--- src/rtl/speaker_arbiter_if.sv ---
// Speaker arbiter request/response bundle.
// Requesters drive the master side; the arbiter sits on the slave side.
interface speaker_arbiter_if;
    logic       req_alarm;
    logic       req_chime;
    logic [3:0] chime_cnt;
    logic       req_key;
    logic       speaker;
    logic       busy;
    logic [1:0] owner;
    logic       chime_lost;

    modport master (
        output req_alarm, req_chime, chime_cnt, req_key,
        input  speaker, busy, owner, chime_lost
    );

    modport slave (
        input  req_alarm, req_chime, chime_cnt, req_key,
        output speaker, busy, owner, chime_lost
    );
endinterface

--- src/rtl/speaker_arbiter.sv ---
// Fixed-priority owner of the piezo speaker: alarm > chime > key click.
// Times beeps/gaps from a ms tick and synthesises each owner's tone.
module speaker_arbiter #(
    parameter int MS_DIV     = 100000,
    parameter int KEY_MS     = 50,
    parameter int BEEP_MS    = 200,
    parameter int GAP_MS     = 200,
    parameter int KEY_HALF   = 25000,
    parameter int CHIME_HALF = 50000,
    parameter int ALARM_HALF = 20000
) (
    input  logic             clk,
    input  logic             rst,
    speaker_arbiter_if.slave bus
);
    localparam int HMAX0 = (KEY_HALF > CHIME_HALF) ? KEY_HALF : CHIME_HALF;
    localparam int HMAX  = (HMAX0 > ALARM_HALF) ? HMAX0 : ALARM_HALF;
    localparam int MMAX0 = (KEY_MS > BEEP_MS) ? KEY_MS : BEEP_MS;
    localparam int MMAX  = (MMAX0 > GAP_MS) ? MMAX0 : GAP_MS;
    localparam int DW    = $clog2(MS_DIV + 1);
    localparam int TW    = $clog2(HMAX + 1);
    localparam int MW    = $clog2(MMAX + 1);

    typedef enum logic [2:0] {
        IDLE, KEY, CHIME_ON, CHIME_OFF, ALARM_ON, ALARM_OFF
    } state_t;

    state_t        state, state_nx;
    logic [DW-1:0] div_cnt;
    logic [MW-1:0] ms_cnt;
    logic [TW-1:0] tone_cnt;
    logic [TW-1:0] half;
    logic [MW-1:0] len;
    logic [3:0]    beeps, beeps_nx;
    logic [3:0]    pend_cnt, pend_nx;
    logic [3:0]    new_cnt;
    logic [1:0]    owner_nx;
    logic          new_req, lost, tick, done, enter, tone_on;
    logic          spk_q, busy_q, lost_q;
    logic [1:0]    owner_q;

    assign bus.speaker    = spk_q;
    assign bus.busy       = busy_q;
    assign bus.owner      = owner_q;
    assign bus.chime_lost = lost_q;

    // Per-state tone half-period and interval length in ms.
    always_comb begin
        tone_on = 1'b0;
        half    = '0;
        len     = '0;
        unique case (state)
            KEY: begin
                tone_on = 1'b1;
                half    = TW'(KEY_HALF);
                len     = MW'(KEY_MS);
            end
            CHIME_ON: begin
                tone_on = 1'b1;
                half    = TW'(CHIME_HALF);
                len     = MW'(BEEP_MS);
            end
            ALARM_ON: begin
                tone_on = 1'b1;
                half    = TW'(ALARM_HALF);
                len     = MW'(BEEP_MS);
            end
            CHIME_OFF, ALARM_OFF: len = MW'(GAP_MS);
            default: len = '0;
        endcase
    end

    assign tick  = (div_cnt == DW'(MS_DIV - 1));
    assign done  = tick && (ms_cnt == len - 1'b1);
    assign enter = (state_nx != state);

    // Owner selection, chime latching and lost-chime detection.
    always_comb begin
        state_nx = state;
        beeps_nx = beeps;
        pend_nx  = pend_cnt;
        lost     = 1'b0;
        new_req  = bus.req_chime && (bus.chime_cnt != 4'd0);
        new_cnt  = (bus.chime_cnt > 4'd12) ? 4'd12 : bus.chime_cnt;

        // A chime already playing cannot queue another one.
        if (state == CHIME_ON || state == CHIME_OFF) begin
            lost = new_req;
        end else if (new_req) begin
            lost    = (pend_cnt != 4'd0);
            pend_nx = new_cnt;
        end

        unique case (state)
            IDLE: begin
                if (bus.req_alarm) begin
                    state_nx = ALARM_ON;
                end else if (pend_nx != 4'd0) begin
                    state_nx = CHIME_ON;
                    beeps_nx = pend_nx;
                    pend_nx  = 4'd0;
                end else if (bus.req_key) begin
                    state_nx = KEY;
                end
            end
            KEY: begin
                if (bus.req_alarm) state_nx = ALARM_ON;
                else if (done)     state_nx = IDLE;
            end
            CHIME_ON: begin
                if (bus.req_alarm) begin
                    state_nx = ALARM_ON;
                end else if (done) begin
                    beeps_nx = beeps - 4'd1;
                    state_nx = (beeps > 4'd1) ? CHIME_OFF : IDLE;
                end
            end
            CHIME_OFF: begin
                if (bus.req_alarm) state_nx = ALARM_ON;
                else if (done)     state_nx = CHIME_ON;
            end
            ALARM_ON, ALARM_OFF: begin
                if (!bus.req_alarm) begin
                    if (pend_nx != 4'd0) begin
                        state_nx = CHIME_ON;
                        beeps_nx = pend_nx;
                        pend_nx  = 4'd0;
                    end else begin
                        state_nx = IDLE;
                    end
                end else if (done) begin
                    state_nx = (state == ALARM_ON) ? ALARM_OFF : ALARM_ON;
                end
            end
            default: state_nx = IDLE;
        endcase
    end

    // Owner code of the state being entered.
    always_comb begin
        unique case (state_nx)
            KEY:                 owner_nx = 2'd1;
            CHIME_ON, CHIME_OFF: owner_nx = 2'd2;
            ALARM_ON, ALARM_OFF: owner_nx = 2'd3;
            default:             owner_nx = 2'd0;
        endcase
    end

    // State, pending chime and registered status outputs.
    always_ff @(posedge clk or negedge rst) begin
        if (!rst) begin
            state    <= IDLE;
            beeps    <= 4'd0;
            pend_cnt <= 4'd0;
            busy_q   <= 1'b0;
            owner_q  <= 2'd0;
            lost_q   <= 1'b0;
        end else begin
            state    <= state_nx;
            beeps    <= beeps_nx;
            pend_cnt <= pend_nx;
            busy_q   <= (state_nx != IDLE);
            owner_q  <= owner_nx;
            lost_q   <= lost;
        end
    end

    // ms divider and interval counter, restarted on each state entry.
    always_ff @(posedge clk or negedge rst) begin
        if (!rst) begin
            div_cnt <= '0;
            ms_cnt  <= '0;
        end else if (enter) begin
            div_cnt <= '0;
            ms_cnt  <= '0;
        end else begin
            div_cnt <= tick ? '0 : div_cnt + 1'b1;
            if (tick) ms_cnt <= ms_cnt + 1'b1;
        end
    end

    // Square-wave tone; silent and phase-reset outside tone states.
    always_ff @(posedge clk or negedge rst) begin
        if (!rst) begin
            tone_cnt <= '0;
            spk_q    <= 1'b0;
        end else if (enter || !tone_on) begin
            tone_cnt <= '0;
            spk_q    <= 1'b0;
        end else if (tone_cnt == half - 1'b1) begin
            tone_cnt <= '0;
            spk_q    <= ~spk_q;
        end else begin
            tone_cnt <= tone_cnt + 1'b1;
        end
    end
endmodule

--- src/flat_wrapper.sv ---
// flat-port wrapper written by rule: the top's interface ports become plain ports
module speaker_arbiter_flat 
#(
    parameter int MS_DIV     = 100000,
    parameter int KEY_MS     = 50,
    parameter int BEEP_MS    = 200,
    parameter int GAP_MS     = 200,
    parameter int KEY_HALF   = 25000,
    parameter int CHIME_HALF = 50000,
    parameter int ALARM_HALF = 20000
)
  (clk, rst, bus_req_alarm, bus_req_chime, bus_chime_cnt, bus_req_key, bus_speaker, bus_busy, bus_owner, bus_chime_lost);
  speaker_arbiter_if bus_i ();
  input  logic clk;
  input  logic rst;
  input wire logic [$bits(bus_i.req_alarm)-1:0] bus_req_alarm;
  input wire logic [$bits(bus_i.req_chime)-1:0] bus_req_chime;
  input wire logic [$bits(bus_i.chime_cnt)-1:0] bus_chime_cnt;
  input wire logic [$bits(bus_i.req_key)-1:0] bus_req_key;
  output wire logic [$bits(bus_i.speaker)-1:0] bus_speaker;
  output wire logic [$bits(bus_i.busy)-1:0] bus_busy;
  output wire logic [$bits(bus_i.owner)-1:0] bus_owner;
  output wire logic [$bits(bus_i.chime_lost)-1:0] bus_chime_lost;
  assign bus_i.req_alarm = bus_req_alarm;
  assign bus_i.req_chime = bus_req_chime;
  assign bus_i.chime_cnt = bus_chime_cnt;
  assign bus_i.req_key = bus_req_key;
  assign bus_speaker = bus_i.speaker;
  assign bus_busy = bus_i.busy;
  assign bus_owner = bus_i.owner;
  assign bus_chime_lost = bus_i.chime_lost;
  speaker_arbiter #(.MS_DIV(MS_DIV), .KEY_MS(KEY_MS), .BEEP_MS(BEEP_MS), .GAP_MS(GAP_MS), .KEY_HALF(KEY_HALF), .CHIME_HALF(CHIME_HALF), .ALARM_HALF(ALARM_HALF)) u_core (.clk(clk), .rst(rst), .bus(bus_i));
endmodule
--- config.mk ---
export PLATFORM = sky130hd
export DESIGN_NAME = speaker_arbiter_flat
export DESIGN_NICKNAME = d
export VERILOG_FILES = /design/src/rtl/speaker_arbiter_if.sv /design/src/rtl/speaker_arbiter.sv /design/src/flat_wrapper.sv
export SDC_FILE = /design/constraint.sdc
export NUM_CORES = 1
export LEC_CHECK = 0
export ABC_AREA = 1
export BUFFER_PORTS_ARGS = -buffer_cell sky130_fd_sc_hd__buf_2
export CAP_MARGIN = 20
export CORE_MARGIN = 5
export CORE_UTILIZATION = 60
export CTS_CLUSTER_DIAMETER = 150
export DETAILED_ROUTE_END_ITERATION = 16
export GPL_TIMING_DRIVEN = 0
export HOLD_SLACK_MARGIN = 0.06
export PLACE_DENSITY_LB_ADDON = 0.25
export SLEW_MARGIN = 40
export SYNTH_ARGS = -nofsm -noshare
export SYNTH_HDL_FRONTEND = slang
export SYNTH_SLANG_ARGS = --single-unit
--- constraint.sdc ---
create_clock -name clk -period 5.1 [get_ports clk]
set_clock_uncertainty 0.1 [all_clocks]
set_input_delay 0.255 -clock clk [delete_from_list [all_inputs] [get_ports clk]]
set_output_delay 0.255 -clock clk [all_outputs]
set_load 0.02 [all_outputs]
==> results of run 1 <==
stage by stage:
step | setup WS [ns] | power (W) | area, µm² | utilization (%) | std cells
4_1_cts | 1.96 | 0.00147 | 4120 | 68.8 | 619
2_1_floorplan | 2.46 | 0.000899 | 3740 | - | 514
3_3_place_gp | 2.08 | 0.000991 | 3900 | 65.1 | 602
3_5_place_dp | 1.97 | 0.00101 | 3900 | 65.1 | 602
6_report | 1.97 | 0.00146 | 4120 | 68.8 | 619
5_1_grt | 1.58 | 0.00157 | 4120 | 68.8 | 619
cell families after synthesis:
| family | Yosys count | synth area share (%) |
|---|---|---|
| AND/OR/NAND/NOR | 314 | 38.7 |
| buffers and inverters | 74 | 8.43 |
| flip-flops | 57 | 38.1 |
| AO/OA/AOI/OAI | 36 | 6.06 |
| XOR/XNOR | 24 | 5.62 |
| adder cells (fa/ha/maj) | 9 | 3.01 |
worst max-delay path, stage by stage (launching register included):
cell and delay (ns):
dfrtp_1 0.50, inv_4 0.11, nand2_4 0.12, inv_1 0.05, nor2_1 0.21, inv_1 0.07
ha_1 0.30, inv_1 0.04, nand2_1 0.06, nand2_1 0.06, nor2_1 0.09, nand3_1 0.07
nor2_1 0.14, nand2_1 0.14, nand2_1 0.09, nand3_1 0.07, nand2_1 0.09, nand2_1 0.11
nand2_1 0.10, nand2_2 0.09, nand2_2 0.17, buf_6 0.17, nor2_1 0.05
cell type report:
type	instances	area (µm²)
clock buffers	10	128
flip-flops and latches	57	1430
repair buffers	14	77.6
inverters	68	259
fillers	499	1870
multi-input cells	383	2000
clock inverters	6	82.6
well taps	75	93.8
plain buffers	6	56.3
flip-flops by register name (all words and copies together), names as in the netlist:
name and cells:
u_core.bus.owner 2, u_core.pend_cnt 4, u_core.beeps 4, u_core.ms_cnt 8, u_core.div_cnt 17, u_core.bus.speaker 1, u_core.bus.chime_lost 1, u_core.state 3
u_core.tone_cnt 16, u_core.bus.busy 1
path summary, 6_finish.rpt:
kind	slack [ns]	start	endpoint	cells after the start
setup / recovery	1.97	u_core.state[2]	u_core.div_cnt[2]	22
hold / removal	0.10	bus_req_chime	u_core.bus.chime_lost	3
setup reg to reg	1.97	u_core.state[2]	u_core.div_cnt[2]	22
hold reg to reg	0.36	u_core.div_cnt[0]	u_core.div_cnt[0]	1
max in group asynchronous	4.01	rst	u_core.state[1]	2
min in group asynchronous	0.40	rst	u_core.tone_cnt[6]	2
cell usage in the layout (no fill, tap or decap), types with 3 or more instances in the layout:
| cell type | netlist | final |
|---|---|---|
| ha_1 | 9 | 9 |
| nor2_1 | 90 | 90 |
| inv_1 | 66 | 66 |
| nand3_1 | 34 | 34 |
| a21oi_1 | 9 | 9 |
| o21ai_0 | 14 | 14 |
| nor4_1 | 3 | 3 |
| xnor2_1 | 7 | 7 |
| nand3_4 | 3 | 3 |
| nor3_1 | 8 | 8 |
| nand4_1 | 15 | 15 |
| nand2_2 | 6 | 6 |
| buf_6 | 4 | 4 |
| or2_2 | 4 | 4 |
| xor2_1 | 17 | 17 |
| nand2_1 | 128 | 128 |
| nor2_2 | 14 | 14 |
| buf_2 | 0 | 12 |
| dfrtp_1 | 57 | 57 |
| clkinv_2 | 1 | 4 |
| clkbuf_8 | 0 | 9 |
power by group:
group	total [W]	internal, W	switching (W)
sequential	0.000524	0.000493	0.0000304
clock	0.000458	0.000272	0.000185
combinational	0.000483	0.000163	0.000320
total	0.00146	0.000929	0.000536
per-layer routing:
metal	routed length, µm	vias up	global-route usage, %
li1	-	1674	-
met4	76	0	8.80
met2	3760	67	37.4
met3	330	6	4.24
met5	0	-	0
met1	3440	1540	27.4
==> results.txt, run 1 <==
Rows -> 28
Post-synthesis async set-or-reset flop share -> 100%
F_max -> 320 MHz
Hold Violations, Final -> 0
Nets@finish -> 557
Synthesized area per cell -> 7.28 µm²
Setup TNS -> 0 ns
Post-synthesis register bit count -> 57
Die Width -> 89.0 µm
Post-CTS sizing -> 0
Slew margin rel. -> 52.6%
Critical Path RT -> 5.23 ns
HP Class -> input pin to flip-flop
Worst vdd ir -> 0.319 mV
I/O Buffers -> 13
Worst slew pin tran -> 0.711 ns
Top-Level Pins -> 14
Post-DP HPWL -> 5.70 mm
PwrDens -> 355 nW/µm²
Initial antenna violation count -> 0
Top FF cell, synth -> dfrtp_1
Vias -> 3,287
CP Launch Type -> flip-flop
Count leader, synth -> nand2_1
Critical path type -> flip-flop to flip-flop
TritonCTS clock tree -> done
Final period util -> 61.3%
Total GRT Usage -> 21.9%
Arr. time, crit path -> 3.25 ns
MaxCap Viol Count -> 0
Root Buffer -> clkbuf_8
Leakage -> 1.92 nW
Cell area after synthesis -> 3740 µm²
Drt wl/cell -> 12.3 µm
Iter 0 DRT Violations -> 149
Post-CTS Setup Bufs -> 0
Max-slew violation count -> 0
Die H -> 89.0 µm
Detail-routed via count per cell -> 5.31
CTS H-tree depth -> 3
Syn Inst Count -> 514
Largest net degree at the start of global routing -> 58
Min cycle time layout -> 3.13 ns
Final GP Congestion -> 0.908
DRC -> 0
Post-Route WL -> 7.61 mm
Total grt overflow -> 0
Core area -> 5990 µm²
Clk sinks -> 57
Post-synth EDFFs -> 0
Clk buf depth -> 2
Post-synth top cells -> nand2_1, nor2_1, inv_1, dfrtp_1, nand3_1
Net Count, Synth -> 532
Antenna viol nets, final -> 0
DIE AREA -> 7910 µm²
Cts bufs inserted -> 9
RSZ-0062 raised after global routing -> false
Nature of the critical path endpoint -> flip-flop
ANT cells -> 0
Initial Utilization -> 62.4%
Post-synthesis sequential area ratio -> 38.1%
Share of cells above drive strength 1 -> 13.1%
Vias in the first global route -> 3,181
Synth top area share -> 38.1%
Library cells used by synthesis -> 40
Pre-antenna DRT Iters -> 5
Area contributors post-synth -> dfrtp_1, nand2_1, nor2_1
Synth Warn # -> 0
Global-route wire length before repair -> 13.6 mm
Status -> completed
Area leader, netlist -> dfrtp_1
Cts hold-fix bufs -> 1
Final setup viols -> 0
WHS -> 0.103 ns
Clk slew on worst S/H paths -> 0.06 ns
Crit-path max FO -> 10
Clk_lat worst skew -> 0.35 ns
Area grow syn2layout -> 10.2%
Power figures use the tool's default switching activity.
==> run 2: changes to the inputs <==
==> constraint.sdc (replaced) <==
create_clock -name clk -period 3 [get_ports clk]
set_clock_uncertainty 0.1 [all_clocks]
set_input_delay 0.15 -clock clk [delete_from_list [all_inputs] [get_ports clk]]
set_output_delay 0.15 -clock clk [all_outputs]
set_load 0.02 [all_outputs]
==> run 2 against run 1 <==
Die area unchanged. Register-to-register slack worse by 1.9 ns. Worst hold slack better by 0.0091 ns. Clock power up 69%. Final cell count up 2.9%. Flip-flop and latch count unchanged. Non-clock buffer count up 18. First-iteration DRC count up 9.4%. Maximum frequency up 5.6%. Combinational power up 110%. Critical path type unchanged. Largest cell class unchanged.
==> results.txt, run 2 (synthesized netlist as in run 1, its figures left out) <==
Status -> completed
Worst slew pin tran -> 0.705 ns
R2R Path Start -> u_core.state[2]
Die H -> 89.0 µm
TritonCTS clock tree -> done
Global-route wire length before repair -> 13.7 mm
Most frequent cells in the layout -> nand2_1, nor2_1, inv_1
Final setup viols -> 0
Total grt overflow -> 0
Share of cells above drive strength 1 -> 18.5%
Pre-antenna DRT Iters -> 5
Clk_lat worst skew -> 0.34 ns
Initial Utilization -> 62.4%
Leakage -> 2.03 nW
Clk slew on worst S/H paths -> 0.06 ns
PwrDens -> 605 nW/µm²
Initial antenna violation count -> 0
Nets@finish -> 575
Largest net degree at the start of global routing -> 58
Top Registers -> u_core.div_cnt (17), u_core.tone_cnt (16), u_core.ms_cnt (8)
Root Buffer -> clkbuf_8
Core area -> 5990 µm²
Slew margin rel. -> 53.0%
Arr. time, crit path -> 3.13 ns
Crit-path max FO -> 8
Iter 0 DRT Violations -> 163
RSZ-0062 raised after global routing -> true
Hold Path Stages -> 4
Vias in the first global route -> 3,214
Hold Violations, Final -> 0
DIE AREA -> 7910 µm²
Final GP Congestion -> 0.908
Largest Register -> u_core.div_cnt
Total GRT Usage -> 22.1%
Path depth of the worst reg2reg path -> 19
Vias -> 3,475
Clk sinks -> 57
Setup ws final -> 0.0397 ns
Worst hold path startpoint -> bus_chime_cnt[3]
Top-Level Pins -> 14
Die Width -> 89.0 µm
Critical Path RT -> 3.17 ns
I/O Buffers -> 13
Worst vdd ir -> 0.552 mV
Leading cell type in the layout, fill and taps excluded -> nand2_1
Drt wl/cell -> 13.2 µm
Area grow syn2layout -> 18.3%
CP Launch Type -> flip-flop
Post-Route WL -> 8.40 mm
R2r setup slk -> 0.04 ns
Worst r2r dst -> u_core.tone_cnt[8]
Min cycle time layout -> 2.96 ns
Nature of the critical path endpoint -> flip-flop
Max-slew violation count -> 0
Critical path type -> flip-flop to flip-flop
Post-Layout Cell Count -> 637
Cts bufs inserted -> 9
Detail-routed via count per cell -> 5.46
Antenna viol nets, final -> 0
Post-DP HPWL -> 5.70 mm
Clk buf depth -> 2
F_max -> 338 MHz
CTS H-tree depth -> 3
MaxCap Viol Count -> 0
DRC -> 0
Final period util -> 98.7%
Largest register FFs -> 17
Rows -> 28
Pre-CTS setup slack -> -0.126 ns
HP Class -> input pin to flip-flop
ANT cells -> 0
Placed insts -> 602
WHS Endpoint -> u_core.pend_cnt[0]
==> run 2: cell types whose count changed in the layout (fill, tap and decap cells not counted), sizes merged <==
| cell | delta |
|---|---|
| buf | +15 |
| clkbuf | +1 |
| dlygate4sd3 | +2 |
==> run 2: critical path: stages, from the launching register on <==
cell	delay, ns
dfrtp_2	0.43
clkinv_4	0.15
nor2_4	0.20
nor2_4	0.07
buf_4	0.15
ha_1	0.20
nand2_1	0.08
nand2_1	0.08
nor2_1	0.09
nand2_1	0.07
nor2_2	0.12
nand2_2	0.10
nand2_2	0.09
nand2_2	0.06
a21oi_4	0.17
o21bai_4	0.11
nor2_8	0.16
nand3_4	0.16
clkbuf_16	0.21
nor2_4	0.09
==> run 2: final cells by class <==
cell class                      instances  area (µm²)
Timing Repair Buffer                   32         239
Tap cell                               75        93.8
Clock inverter                          6        82.6
Clock buffer                           10         128
Sequential cell                        57        1430
Inverter                               68         268
Buffer                                  6        68.8
Fill cell                             445        1570
Multi-Input combinational cell        383        2120
==> run 2: worst max path at each step <==
stage / startpoint / to / depth (start not counted)
6_report: u_core.state[2] / u_core.tone_cnt[8] / 19
5_1_grt: u_core.state[2] / u_core.tone_cnt[8] / 19
4_1_cts: u_core.state[2] / u_core.div_cnt[2] / 22
3_5_place_dp: u_core.state[2] / u_core.div_cnt[2] / 22
3_3_place_gp: u_core.state[2] / u_core.tone_cnt[14] / 21
2_1_floorplan: u_core.state[2] / u_core.tone_cnt[5] / 21
==> run 2: layer usage <==
layer | share of wire (%) | GRT usage, % | vias to the layer above
met4 | 1.8 | 8.80 | 0
li1 | - | - | 1713
met5 | 0 | 0 | -
met2 | 51 | 37.9 | 123
met1 | 43 | 27.5 | 1621
met3 | 4.9 | 4.24 | 18
==> run 2: what timing repair did <==
action | 4_1_cts | 5_1_grt
pin swaps | 1 | 14
gates cloned | 0 | 1
gates resized for setup | 2 | 36
endpoints found under the hold margin | 59 | 0
setup buffers | 1 | 14
endpoints found under the setup margin | 30 | 48
hold buffers | 3 | 0
==> run 2: stage by stage <==
step	hold WS [ns]	utilization, %	power (W)	TNS (ns)	instance area [µm²]
2_1_floorplan	-0.246	-	0.00153	0	3740
3_3_place_gp	0.341	65.1	0.00168	-0.301	3900
3_5_place_dp	0.147	65.1	0.00172	-2.71	3900
4_1_cts	0.0897	69.3	0.00250	0	4150
5_1_grt	0.117	73.9	0.00286	-1.62	4430
6_report	0.112	73.9	0.00268	0	4430
==> run 2: power by group <==
group	total (W)	leakage, nW	switching, W	internal, W
Sequential	0.000891	0.774	0.0000513	0.000839
Combinational	0.00101	1.15	0.000634	0.000380
Clock	0.000772	0.106	0.000309	0.000463
Total	0.00268	2.03	0.000994	0.00168
==> run 3: changes to the inputs <==
--- a/config.mk
+++ b/config.mk
@@ -5,14 +5,12 @@
 export SDC_FILE = /design/constraint.sdc
 export NUM_CORES = 1
 export LEC_CHECK = 0
-export ABC_AREA = 1
 export BUFFER_PORTS_ARGS = -buffer_cell sky130_fd_sc_hd__buf_2
 export CAP_MARGIN = 20
 export CORE_MARGIN = 5
 export CORE_UTILIZATION = 60
 export CTS_CLUSTER_DIAMETER = 150
 export DETAILED_ROUTE_END_ITERATION = 16
-export GPL_TIMING_DRIVEN = 0
 export HOLD_SLACK_MARGIN = 0.06
 export PLACE_DENSITY_LB_ADDON = 0.25
 export SLEW_MARGIN = 40
==> run 3 against run 2 <==
Register-to-register slack gained 0.15 ns. Worst hold slack worse by 0.011 ns. Final cell count shrank 22%. First-iteration DRC count fell by 3.7%. Sequential share of layout area increased by 4.2 points. Combinational power is 35% lower. Clock power fell by 2%. Synthesized cell count down 24%. Total power down 14%. Via count decreased by 14%. Flip-flop and latch count is the same. Largest cell class unchanged. Largest power group is now sequential cells. Highest routed layer unchanged.
==> results.txt, run 3 <==
Status -> completed
ANT cells -> 0
Area leader, netlist -> dfrtp_1
Post-synth EDFFs -> 0
Slew margin rel. -> 60.5%
Syn Inst Count -> 391
Fillers -> 434
Cell area after synthesis -> 3430 µm²
WHS Endpoint -> u_core.state[0]
Max-slew violation count -> 0
Post-DP HPWL -> 5.24 mm
Rows -> 27
Detail-routed via count per cell -> 6.03
Min cycle time layout -> 2.81 ns
Critical path type -> flip-flop to flip-flop
I/O Buffers -> 13
Arr. time, crit path -> 2.97 ns
Critical Path RT -> 3.17 ns
CTS H-tree depth -> 3
Area contributors post-synth -> dfrtp_1, nor2_1, xor2_1
Nets@finish -> 436
Final setup viols -> 0
Vias in the first global route -> 2,967
Path depth of the worst reg2reg path -> 9
HP Class -> input pin to flip-flop
R2R Path Start -> u_core.state[2]
Area grow syn2layout -> 14.0%
Root Buffer -> clkbuf_8
PwrDens -> 588 nW/µm²
Clk_lat worst skew -> 0.34 ns
Worst hold path startpoint -> bus_req_key
TritonCTS clock tree -> done
Final GP Congestion -> 0.924
Initial Utilization -> 61.9%
F_max -> 356 MHz
Synth Warn # -> 0
Share of cells above drive strength 1 -> 13.5%
Total grt overflow -> 0
Setup TNS -> 0 ns
Leading cell type in the layout, fill and taps excluded -> nor2_1
Post-synthesis register bit count -> 57
Leakage -> 1.64 nW
Pre-CTS setup slack -> 0.113 ns
Count leader, synth -> nor2_1
Worst slew pin tran -> 0.589 ns
Drt wl/cell -> 15.3 µm
Setup crit start -> u_core.state[2]
Clk buf depth -> 2
DRC -> 0
Post-CTS Setup Bufs -> 0
Post-Route WL -> 7.56 mm
Top-Level Pins -> 14
CP Launch Type -> flip-flop
Global-route wire length before repair -> 13.4 mm
Iter 0 DRT Violations -> 157
Post-synthesis async set-or-reset flop share -> 100%
Core area -> 5540 µm²
Synthesized area per cell -> 8.78 µm²
Crit-path max FO -> 7
Hold Path Stages -> 3
RSZ-0062 raised after global routing -> false
DIE AREA -> 7330 µm²
Initial antenna violation count -> 0
Power, Total -> 0.00230 W
Top Registers -> u_core.div_cnt (17), u_core.tone_cnt (16), u_core.ms_cnt (8)
Placed insts -> 474
Clk sinks -> 57
Setup ws final -> 0.195 ns
Library cells used by synthesis -> 62
R2r setup slk -> 0.19 ns
Pre-antenna DRT Iters -> 5
Final period util -> 93.5%
Clk slew on worst S/H paths -> 0.06 ns
Vias -> 2,983
Synth top area share -> 41.6%
Top FF cell, synth -> dfrtp_1
Largest register FFs -> 17
Largest net degree at the start of global routing -> 46
Post-synthesis sequential area ratio -> 41.6%
Worst vdd ir -> 0.457 mV
Worst r2r dst -> u_core.bus.speaker
Antenna viol nets, final -> 0
Total GRT Usage -> 22.6%
Post-Layout Cell Count -> 495
Hold Violations, Final -> 0
Largest Register -> u_core.div_cnt
Most frequent cells in the layout -> nor2_1, dfrtp_1, nand2_1
MaxCap Viol Count -> 0
Post-synth top cells -> nor2_1, dfrtp_1, nand2_1, nand3_1, nor3_1
Die H -> 85.6 µm
Nature of the critical path endpoint -> flip-flop
Cts bufs inserted -> 9
Die Width -> 85.6 µm
Net Count, Synth -> 409
run 3: cell types whose count changed after synthesis, sizes merged, moves of 7 or more:
cell and delta:
xnor2 +14, inv -54, clkbuf +7, nor2 -37, nand3 -14, nor3 +15, nand2 -107
run 3: cell type report:
class	instances	area, µm²	area share (%)
clock buffer	12	165	4.22
clock inverter	4	50.0	1.28
inverter	13	48.8	1.25
multi-input combinational	304	1900	48.6
sequential	57	1430	36.5
tap	72	90.1	2.30
timing repair buffer	33	230	5.88
run 3: per-layer routing:
layer  vias to the layer above  part of all wire (%)  global-route usage [%]
met3                        23                   4.2                    3.46
met1                      1447                    44                    29.5
met2                        80                    49                    36.3
li1                       1433                     -                       -
met5                         -                     0                       0
met4                         0                   3.0                    11.8
run 3: kinds of logic after synthesis:
group / Yosys count / synth area share, %
fa+ha+maj: 9 / 3.28
buf+inv: 30 / 3.75
flops: 57 / 41.6
xor+xnor: 43 / 11.0
compound gates: 57 / 11.7
mux: 5 / 1.46
simple gates: 190 / 27.3
run 3: critical path, cell delays in order (launching register included):
cell and delay, ns:
dfrtp_1 0.42, nand2b_4 0.20, nor2_2 0.13, inv_1 0.07, ha_2 0.33, xnor2_1 0.05, or3_1 0.34, or4_4 0.55
or4_1 0.40, a21oi_1 0.15
run 3: where the power goes:
group	switching, W	total, W	leakage [nW]	internal (W)
combinational	0.000393	0.000656	0.763	0.000263
sequential	0.0000532	0.000887	0.773	0.000834
clock	0.000308	0.000758	0.105	0.000450
total	0.000754	0.00230	1.64	0.00155
run 3: how the worst max path moves through the flow:
stage | endpoint | slack (ns)
global placement | u_core.bus.speaker | 0.16
finish | u_core.bus.speaker | 0.19
global route | u_core.tone_cnt[14] | 0.008
floorplan | u_core.bus.speaker | 0.01
detailed placement | u_core.tone_cnt[11] | 0.11
CTS | u_core.bus.speaker | 0.11
run 3: repair_timing:
item | in CTS | in global routing
hold buffers | 5 | 0
endpoints found under the setup margin | 0 | 32
gates resized for setup | 0 | 4
hold endpoints to repair | 47 | 0
run 3: metrics by stage:
step	util (%)	area, µm²	hold slack (ns)
after floorplan	-	3450	-0.246
after global placement	65.6	3640	0.257
after detailed placement	65.7	3640	0.0841
after CTS	70.5	3900	0.0816
after global routing	70.6	3910	0.108
final	70.6	3910	0.101
